File: src/rtl/fir_ser_if.sv
// Sample-side and serial-side signals of the FIR output serializer.
// y_valid is a one-cycle qualifier: there is no ready, so the stage must accept every sample.
interface fir_ser_if #(
    parameter int FIFO_DEPTH = 4
);
    localparam int LW = $clog2(FIFO_DEPTH) + 1;

    logic [15:0]   y_in;
    logic          y_valid;
    logic [2:0]    shift;
    logic          clr_flags;
    logic          ser_data;
    logic          ser_clk;
    logic          ser_frame;
    logic [LW-1:0] fifo_level;
    logic          sat_flag;
    logic          ovf_flag;
    logic          busy;
    logic [1:0]    ser_state;

    modport master (
        output y_in, y_valid, shift, clr_flags,
        input  ser_data, ser_clk, ser_frame, fifo_level, sat_flag, ovf_flag, busy, ser_state
    );

    modport slave (
        input  y_in, y_valid, shift, clr_flags,
        output ser_data, ser_clk, ser_frame, fifo_level, sat_flag, ovf_flag, busy, ser_state
    );
endinterface

File: src/rtl/fir_output_serializer.sv
// Re-quantizes 16-bit FIR samples to saturated signed 8 bits, buffers them in a FIFO
// and shifts them out MSB-first on a framed serial link.
module fir_output_serializer #(
    parameter int FIFO_DEPTH = 4,
    parameter int CLK_DIV    = 4
) (
    input logic      clk,
    input logic      rst_n,
    fir_ser_if.slave bus
);
    localparam int AW = $clog2(FIFO_DEPTH);
    localparam int LW = AW + 1;
    localparam int DW = $clog2(CLK_DIV);
    localparam logic [DW-1:0] DIV_LAST = DW'(CLK_DIV - 1);
    localparam logic [DW-1:0] DIV_HALF = DW'(CLK_DIV / 2);
    localparam logic [LW-1:0] LVL_FULL = LW'(FIFO_DEPTH);

    typedef enum logic [1:0] {
        S_IDLE  = 2'd0,
        S_SHIFT = 2'd1,
        S_GAP   = 2'd2
    } state_t;

    state_t          state_q, state_d;
    logic [7:0]      q_q, q_d;
    logic            q_valid_q, q_valid_d;
    logic [AW-1:0]   wr_ptr_q, wr_ptr_d, rd_ptr_q, rd_ptr_d;
    logic [LW-1:0]   level_q, level_d;
    logic [7:0]      shreg_q, shreg_d;
    logic [2:0]      bit_cnt_q, bit_cnt_d;
    logic [DW-1:0]   div_cnt_q, div_cnt_d;
    logic            sat_flag_q, sat_flag_d, ovf_flag_q, ovf_flag_d;
    logic [7:0]      mem_q [FIFO_DEPTH];

    logic signed [16:0] y_ext, bias, sum, s;
    logic               sat_hi, sat_lo, sat_set;
    logic [7:0]         q_calc;
    logic               push, pop, full, push_ok, ovf_set;

    // 17 bits holds 0x7FFF plus the largest bias without wrapping.
    always_comb begin
        y_ext   = {bus.y_in[15], bus.y_in};
        bias    = (bus.shift == 3'd0) ? 17'sd0 : (17'sd1 <<< (bus.shift - 3'd1));
        sum     = y_ext + bias;
        s       = sum >>> bus.shift;
        sat_hi  = (s > 17'sd127);
        sat_lo  = (s < -17'sd128);
        q_calc  = sat_hi ? 8'h7F : (sat_lo ? 8'h80 : s[7:0]);
        sat_set = bus.y_valid && (sat_hi || sat_lo);
        q_d       = bus.y_valid ? q_calc : q_q;
        q_valid_d = bus.y_valid;
    end

    always_comb begin
        state_d   = state_q;
        shreg_d   = shreg_q;
        bit_cnt_d = bit_cnt_q;
        div_cnt_d = div_cnt_q;
        pop       = 1'b0;
        case (state_q)
            S_IDLE: begin
                if (level_q != '0) begin
                    pop       = 1'b1;
                    shreg_d   = mem_q[rd_ptr_q];
                    bit_cnt_d = 3'd7;
                    div_cnt_d = '0;
                    state_d   = S_SHIFT;
                end
            end
            S_SHIFT: begin
                if (div_cnt_q == DIV_LAST) begin
                    div_cnt_d = '0;
                    shreg_d   = {shreg_q[6:0], 1'b0};
                    if (bit_cnt_q == 3'd0) state_d = S_GAP;
                    else                   bit_cnt_d = bit_cnt_q - 3'd1;
                end else begin
                    div_cnt_d = div_cnt_q + 1'b1;
                end
            end
            S_GAP:   state_d = S_IDLE;
            default: state_d = S_IDLE;
        endcase
    end

    // A push into a full FIFO still lands when the serializer pops in the same cycle.
    always_comb begin
        push     = q_valid_q;
        full     = (level_q == LVL_FULL);
        push_ok  = push && (!full || pop);
        ovf_set  = push && full && !pop;
        wr_ptr_d = push_ok ? wr_ptr_q + 1'b1 : wr_ptr_q;
        rd_ptr_d = pop ? rd_ptr_q + 1'b1 : rd_ptr_q;
        level_d  = level_q;
        if (push_ok && !pop)      level_d = level_q + 1'b1;
        else if (!push_ok && pop) level_d = level_q - 1'b1;

        sat_flag_d = bus.clr_flags ? 1'b0 : sat_flag_q;
        ovf_flag_d = bus.clr_flags ? 1'b0 : ovf_flag_q;
        if (sat_set) sat_flag_d = 1'b1;
        if (ovf_set) ovf_flag_d = 1'b1;
    end

    always_ff @(posedge clk or negedge rst_n) begin
        if (!rst_n) begin
            state_q    <= S_IDLE;
            q_q        <= '0;
            q_valid_q  <= 1'b0;
            wr_ptr_q   <= '0;
            rd_ptr_q   <= '0;
            level_q    <= '0;
            shreg_q    <= '0;
            bit_cnt_q  <= '0;
            div_cnt_q  <= '0;
            sat_flag_q <= 1'b0;
            ovf_flag_q <= 1'b0;
        end else begin
            state_q    <= state_d;
            q_q        <= q_d;
            q_valid_q  <= q_valid_d;
            wr_ptr_q   <= wr_ptr_d;
            rd_ptr_q   <= rd_ptr_d;
            level_q    <= level_d;
            shreg_q    <= shreg_d;
            bit_cnt_q  <= bit_cnt_d;
            div_cnt_q  <= div_cnt_d;
            sat_flag_q <= sat_flag_d;
            ovf_flag_q <= ovf_flag_d;
        end
    end

    // Storage needs no reset: the pointers and level define which entries are live.
    always_ff @(posedge clk) begin
        if (push_ok) mem_q[wr_ptr_q] <= q_q;
    end

    always_comb begin
        bus.ser_frame  = (state_q == S_SHIFT);
        bus.ser_data   = bus.ser_frame && shreg_q[7];
        bus.ser_clk    = bus.ser_frame && (div_cnt_q >= DIV_HALF);
        bus.fifo_level = level_q;
        bus.sat_flag   = sat_flag_q;
        bus.ovf_flag   = ovf_flag_q;
        bus.busy       = (state_q != S_IDLE) || (level_q != '0);
        bus.ser_state  = state_q;
    end
endmodule

File: src/flat_wrapper.sv
// flat-port wrapper written by rule: the top's interface ports become plain ports
module fir_output_serializer_flat 
#(
    parameter int FIFO_DEPTH = 4,
    parameter int CLK_DIV    = 4
)
  (clk, rst_n, bus_y_in, bus_y_valid, bus_shift, bus_clr_flags, bus_ser_data, bus_ser_clk, bus_ser_frame, bus_fifo_level, bus_sat_flag, bus_ovf_flag, bus_busy, bus_ser_state);
  fir_ser_if #(.FIFO_DEPTH(FIFO_DEPTH)) bus_i ();
  input logic clk;
  input logic rst_n;
  input wire logic [$bits(bus_i.y_in)-1:0] bus_y_in;
  input wire logic [$bits(bus_i.y_valid)-1:0] bus_y_valid;
  input wire logic [$bits(bus_i.shift)-1:0] bus_shift;
  input wire logic [$bits(bus_i.clr_flags)-1:0] bus_clr_flags;
  output wire logic [$bits(bus_i.ser_data)-1:0] bus_ser_data;
  output wire logic [$bits(bus_i.ser_clk)-1:0] bus_ser_clk;
  output wire logic [$bits(bus_i.ser_frame)-1:0] bus_ser_frame;
  output wire logic [$bits(bus_i.fifo_level)-1:0] bus_fifo_level;
  output wire logic [$bits(bus_i.sat_flag)-1:0] bus_sat_flag;
  output wire logic [$bits(bus_i.ovf_flag)-1:0] bus_ovf_flag;
  output wire logic [$bits(bus_i.busy)-1:0] bus_busy;
  output wire logic [$bits(bus_i.ser_state)-1:0] bus_ser_state;
  assign bus_i.y_in = bus_y_in;
  assign bus_i.y_valid = bus_y_valid;
  assign bus_i.shift = bus_shift;
  assign bus_i.clr_flags = bus_clr_flags;
  assign bus_ser_data = bus_i.ser_data;
  assign bus_ser_clk = bus_i.ser_clk;
  assign bus_ser_frame = bus_i.ser_frame;
  assign bus_fifo_level = bus_i.fifo_level;
  assign bus_sat_flag = bus_i.sat_flag;
  assign bus_ovf_flag = bus_i.ovf_flag;
  assign bus_busy = bus_i.busy;
  assign bus_ser_state = bus_i.ser_state;
  fir_output_serializer #(.FIFO_DEPTH(FIFO_DEPTH), .CLK_DIV(CLK_DIV)) u_core (.clk(clk), .rst_n(rst_n), .bus(bus_i));
endmodule
File: config.mk
export PLATFORM = sky130hd
export DESIGN_NAME = fir_output_serializer_flat
export DESIGN_NICKNAME = d
export VERILOG_FILES = /design/src/rtl/fir_ser_if.sv /design/src/rtl/fir_output_serializer.sv /design/src/flat_wrapper.sv
export SDC_FILE = /design/constraint.sdc
export NUM_CORES = 1
export LEC_CHECK = 0
export ABC_AREA = 1
export CAP_MARGIN = 20
export CORE_AREA = 2 2 124 126
export DETAILED_ROUTE_END_ITERATION = 10
export DIE_AREA = 0 0 126 128
export GPL_TIMING_DRIVEN = 0
export REMOVE_ABC_BUFFERS = 1
export SLEW_MARGIN = 5
export SYNTH_ARGS = -nofsm -noshare
export SYNTH_HDL_FRONTEND = slang
export SYNTH_SLANG_ARGS = --single-unit
File: constraint.sdc
create_clock -name clk -period 2.5 [get_ports clk]
set_input_delay 0.5 -clock clk [delete_from_list [all_inputs] [get_ports clk]]
set_output_delay 0.5 -clock clk [all_outputs]
set_load 0.005 [all_outputs]
Yosys cells after proc, flatten, opt, wreduce, memory -nomap -nowiden
Memories as Yosys holds them, arrays and structs flattened.
Cells that the tools add are included.
- bits in registers: 33
- RAM bits: 32
- input port bits: 23
- output and inout port bits: 11
- memories kept: 1
- memory list (memory ; words ; bits a word ; read ports ; clocked after memory_dff ; wr ports ; line ; source):
    u_core.mem_q ; 4 ; 8 ; 1 ; 0 ; 1 ; fir_output_serializer.sv:33 ; logic [7:0] mem_q [FIFO_DEPTH];
- $add $sub $neg: 8
- order comparisons: 3
- equal/unequal tests: 7
- shift-type cells: 2
- multiplexer cells: 26
- reductions and logical operators: 27
- operators with widths (operator ; number):
    2-to-1 mux 8 bit ; 4
    adder 16 x 17 -> 17 bit ; 1
    > comparator 17 x 8 -> 1 bit, second input constant ; 1
    < comparator 17 x 8 -> 1 bit, second input constant ; 1
    2-to-1 mux 17 bit ; 1
    <<< shifter 2 x 3 -> 17 bit, first input constant ; 1
    >>> shifter 17 x 3 -> 17 bit ; 1
    case mux 8 bit (2 select lines) ; 1
    2-to-1 mux 3 bit ; 5
    2-to-1 mux 2 bit ; 5
    nonzero test 2 bit ; 5
    subtractor 3 x 1 -> 3 bit, second input constant ; 3
    logical AND 1 bit ; 8
    case mux 2 bit (2 select lines) ; 2
    2-to-1 mux 1 bit ; 7
    adder 2 x 1 -> 2 bit, second input constant ; 3
    logical NOT 3 bit ; 2
    inequality test 2 x 1 -> 1 bit, second input constant ; 3
    case mux 3 bit (2 select lines) ; 1
    AND reduction 3 bit ; 2
    AND reduction 4 bit ; 1
    adder 3 x 1 -> 3 bit, second input constant ; 1
    == test 3 bit, second input constant ; 1
    logical NOT 1 bit ; 3
    other kinds (8) ; 10

Logic depth before layout (Yosys ltp)
Gate-level depths: netlist of the first run.
- depth in word-level cells: 9
- gate-level depth with buffers: 27

Least setup slack after synthesis of the first run
Ideal clock, no wire load.
- path kind: input-to-reg
- start point: in bus_shift[0]
- end point: reg u_core.sat_flag_q, in the netlist u_core.bus.sat_flag
- arrival time: 3.244 ns
- setup slack: -0.865 ns
- stages: 24
- buffers on the path: 2
- cells stage by stage: inv_1 > buf_2 > buf_1 > nor2_1 > inv_1 > nor2_1 > ha_1 > fa_1 > nand3_1 > nand3_2 > nand2_1 > nand2_1 > nand3_2 > nand2_4 > inv_1 > nand2_1 > nand3_1 > nand2_1 > nor2_1 > nand3_2 > nand2_4 > nand2_1 > nand2_1 > o21ai_1
- word-level cells in the longest chain between the ends: 9
- RTL lines (element ; line ; source):
    start: declaration ; flat_wrapper.sv:13 ; input wire logic [$bits(bus_i.shift)-1:0] bus_shift;
    subtractor 3 x 1 -> 3 bit ; fir_output_serializer.sv:43 ; bias = (bus.shift == 3'd0) ? 17'sd0 : (17'sd1 <<< (bus.shift - 3'd1));
    <<< shifter 2 x 3 -> 17 bit ; fir_output_serializer.sv:43 ;
    2-to-1 mux 17 bit ; fir_output_serializer.sv:43 ;
    adder 16 x 17 -> 17 bit ; fir_output_serializer.sv:44 ; sum = y_ext + bias;
    >>> shifter 17 x 3 -> 17 bit (*) ; fir_output_serializer.sv:45 ; s = sum >>> bus.shift;
    > comparator 17 x 8 -> 1 bit or < comparator 17 x 8 -> 1 bit (tied branches) ; fir_output_serializer.sv:46, fir_output_serializer.sv:47 ;
    logical OR 1 bit (*) ; fir_output_serializer.sv:49 ; sat_set = bus.y_valid && (sat_hi || sat_lo);
    logical AND 1 bit (*) ; fir_output_serializer.sv:49 ;
    2-to-1 mux 1 bit or nonzero test 2 bit (tied branches) ; - ;
    end signal: assignment ; fir_output_serializer.sv:126 ; sat_flag_q <= sat_flag_d;
    end: declaration ; fir_output_serializer.sv:32 ; logic sat_flag_q, sat_flag_d, ovf_flag_q, ovf_flag_d;
Mark *: on every way between the ends. The rest lies on a longest branch, timed or not.
A chain may end at the register's enable or synchronous reset.

Final worst setup path of the first run
Same ends and word-level chain as after synthesis.

==> out/results.tsv, run 1 <==
stage	metric	value	unit
placed_design	numPortBuffers	33	
final_layout	drive_gt1_frac	0.258	
timing	postLayoutSetupSlackWorst	-233	ps
drt	drt.antenna.violating_nets	0	
pwr	intPower	0.00287	W
global_routing	antenna_found_initial	0	
drt	drtIter0Drc	197	
timing	finClkSkew	7.51	ps
logic_synthesis	yosys_warnings	0	
final_layout	area_delta_synth_final	34.7	%
logic_synthesis	synthTopCellsByArea	edfxtp_1, dfrtp_1, nand2_1, nand3_1, inv_1	
clock_tree	clock-sinks	65	
global_routing	grt_max_degree	34	
worst_setup_path	startpoint_type	input port	
clock_tree	cts.path.max_buffers	2	
timing	finalSetupViolations	8	
floorplan	die_h	128	um
logic_synthesis	synth_top_cell_area_share	0.221	
worst_setup_path	crit_path_end_kind	register	
global_routing	first_global_vias	3769	
logic_synthesis	synth_edf_count	32	
floorplan	die_area	16100	sq um
global_routing	grtUsageTotal	0.130	
global_routing	grt_pass1_wl	17.3	mm
status	violations	negative setup slack	
drt	drt-pass1-iter-count	4	
drt	routed_wl	10.5	mm
logic_synthesis	ys_top_cells_by_count	nand2_1, nand3_1, inv_1, nor2_1, o21ai_0	
floorplan	start_util	0.293	
timing	fin_crit	2730	ps
worst_setup_path	worstPathArrival	2950	ps
clock_tree	path_clk_slew	50	ps
global_routing	grt_util_met1	0.164	
clock_tree	cts_tree	built	
clock_tree	ctsRootBufferMaster	clkbuf_16	
drt	avgRoutedWirePerCell	12.8	um
logic_synthesis	synth_top_area_cell	edfxtp_1	
logic_synthesis	ys_dominant_reg_cell	dfrtp_1	
final_layout	multi_input_area	2680	sq um
drt	via_per_inst	4.74	
drt	dr_total_vias	3902	
clock_tree	holdBufCountCts	0	
floorplan	die_w	126	um
worst_setup_path	r2r_setup_slack	140	ps
placed_design	gp_congestion	0.855	
timing	maxSlewViolCount	0	
final_layout	num-fill-cells	1537	
global_routing	grt_overflow	0	
flow_run	max_cap_viol_count	0	
pwr	p_leak	2.53	nW
global_routing	grt_use_met2	0.228	
pwr	p_switching	0.00159	W
pwr	clkPwrFrac	0.274	
floorplan	ios	34	
clock_tree	ctsHtreeMaxLevel	3	
timing	finalCritPeriodShare	1.09	
logic_synthesis	synth_most_common_cell	nand2_1	
timing	rsz0062_at_grt	yes	
worst_setup_path	worst_ep_required_time	2710	ps
final_layout	antennaDiodeCount	0	
worst_setup_path	worstPathMaxFanout	8	
final_layout	nets	673	
logic_synthesis	ys_async_sr_fraction	0.508	
logic_synthesis	synth_cell_types	39	
timing	relSlewSlack	0.467	
logic_synthesis	ys_seq_area_frac	0.410	
logic_synthesis	postSynthAreaPerCell	7.51	sq um
global_routing	use_met3	0.0179	
clock_tree	clock_latency	320	ps
logic_synthesis	ys_ff_latch	65	
min_path	min_path_type	input port to asynchronous set/reset pin	
clock_tree	cts_buffers	9	
timing	timing.fmax	0.366	GHz
floorplan	std_cell_rows	45	
timing	fin_hold_ws	229	ps
pwr	max-vdd-ir-drop	0.375	mV
timing	tightestPinTransition	796	ps
final_layout	seqCellArea	1790	sq um
pwr	powerDensity	760	nW/um^2
placed_design	dp_hpwl	7.07	mm
worst_setup_path	critPathKind	input port to register	
drt	drc	0	
pwr	p_comb_frac	0.361	
floorplan	coreArea	14900	sq um
status	status	finished with violations	
pwr	seqPwrFrac	0.365	
timing	tns	-1710	ps
timing	hold_viol	0	
global_routing	grt_most_used_layer	met2	
logic_synthesis	syn_area	4350	sq um
logic_synthesis	syn_inst	580	
pwr	p_sw_frac	0.356	
## through the flow
step	utilization	cell area [sq um]	cells	total power, W	setup WS (ps)
finish	0.395	5860	824	0.00446	-233
global route	0.395	5860	824	0.00481	-403
CTS	0.376	5590	819	0.00442	-244
detailed placement	0.326	4840	784	0.00307	-2140
global placement	0.326	4850	784	0.00306	-2140
floorplan	-	4280	563	0.00254	-666
## final cells by class
class,count,area share
Timing Repair Buffer,55,0.0969
Clock buffer,11,0.0414
Sequential cell,65,0.305
Multi-Input combinational cell,425,0.458
Timing Repair inverter,2,0.00171
Inverter,73,0.0480
Tap cell,188,0.0401
Clock inverter,5,0.00939
## layout by cell type, fill, tap and decap left out, drive strengths merged, types with 6 or more instances in the layout
master	count
a21oi	22
buf	25
clkbuf	12
clkdlybuf4s50	28
dfrtp	33
edfxtp	32
ha	17
inv	70
nand2	145
nand3	88
nor2	63
o21ai	50
o22ai	8
xor2	6
## power by group through the flow
stage                     clock [W]  combinational (W)  sequential (W)
after floorplan                   0           0.000944         0.00159
after global placement            0            0.00141         0.00164
after detailed placement          0            0.00142         0.00165
after CTS                   0.00124            0.00156         0.00162
after global routing        0.00130            0.00185         0.00166
final                       0.00122            0.00161         0.00162
## timing repair
action / in CTS / in global routing
buffers inserted: 17 / 4
setup endpoints to repair: 43 / 10
pin swaps: 29 / 24
hold endpoints to repair: 0 / 0
resized for setup: 97 / 54
gates cloned: 2 / 1
## worst max-delay path, cell delays in order
cell	delay, ps
buf_12	90
clkinvlp_4	150
nor2_4	130
inv_2	50
nor2_2	170
ha_4	250
nand2_1	80
nand2_2	80
a21oi_4	180
nand2_4	90
nand2_4	90
nand2_2	60
nand2_2	90
nand3_2	100
nand3_2	100
nand2_2	80
nand2_2	60
nand2_2	50
nor2_1	140
nand3_2	100
nand2_4	120
nand2_2	60
nand2_1	50
o21ai_1	70
## routing by layer
metal	vias up	part of all wire	routed length, um
met1	1794	0.45	4700
met5	-	0	0
met4	0	0.022	227
met2	67	0.50	5280
li1	2022	-	-
met3	19	0.030	315
## registers in the layout, summed over array words and instances (netlist names)
signal	cells
u_core.q_q	8
u_core.bus.fifo_level	3
u_core.shreg_q	8
u_core.wr_ptr_q	2
u_core.bit_cnt_q	3
u_core.push	1
u_core.div_cnt_q	2
u_core.rd_ptr_q	2
u_core.mem_q	32
u_core.bus.ovf_flag	1
u_core.bus.ser_state	2
u_core.bus.sat_flag	1
## cells by family (layout without fill, tap and decap cells)
family	Yosys count	in the layout	synth area share
other	1	1	0.000861
XOR/XNOR	10	10	0.0201
buffers and inverters	90	146	0.0793
AO/OA/AOI/OAI	86	86	0.108
multiplexers	3	3	0.00719
adder cells (fa/ha/maj)	19	19	0.0581
AND/OR/NAND/NOR	306	306	0.316
flip-flops	65	65	0.410
## path summary, 6_finish.rpt
check                                    start                        to  cells after the start
max                               bus_shift[0]       u_core.bus.sat_flag                     24
min                                      rst_n         u_core.shreg_q[3]                      1
max reg2reg                u_core.bit_cnt_q[0]  u_core.bus.fifo_level[2]                     14
min reg2reg                u_core.bit_cnt_q[2]       u_core.bit_cnt_q[2]                      2
max in group asynchronous                rst_n   u_core.bus.ser_state[0]                      1
min in group clk           u_core.bit_cnt_q[2]       u_core.bit_cnt_q[2]                      2
No activity file was read; power rests on OpenSTA's default activity.
==> run 2, diff against run 1 <==
Settings changed: GPL_ROUTABILITY_DRIVEN set to 0, SKIP_LAST_GASP set to 1.
==> results of run 2 <==
Final layout, timing and power as in run 1 (identical DEF).
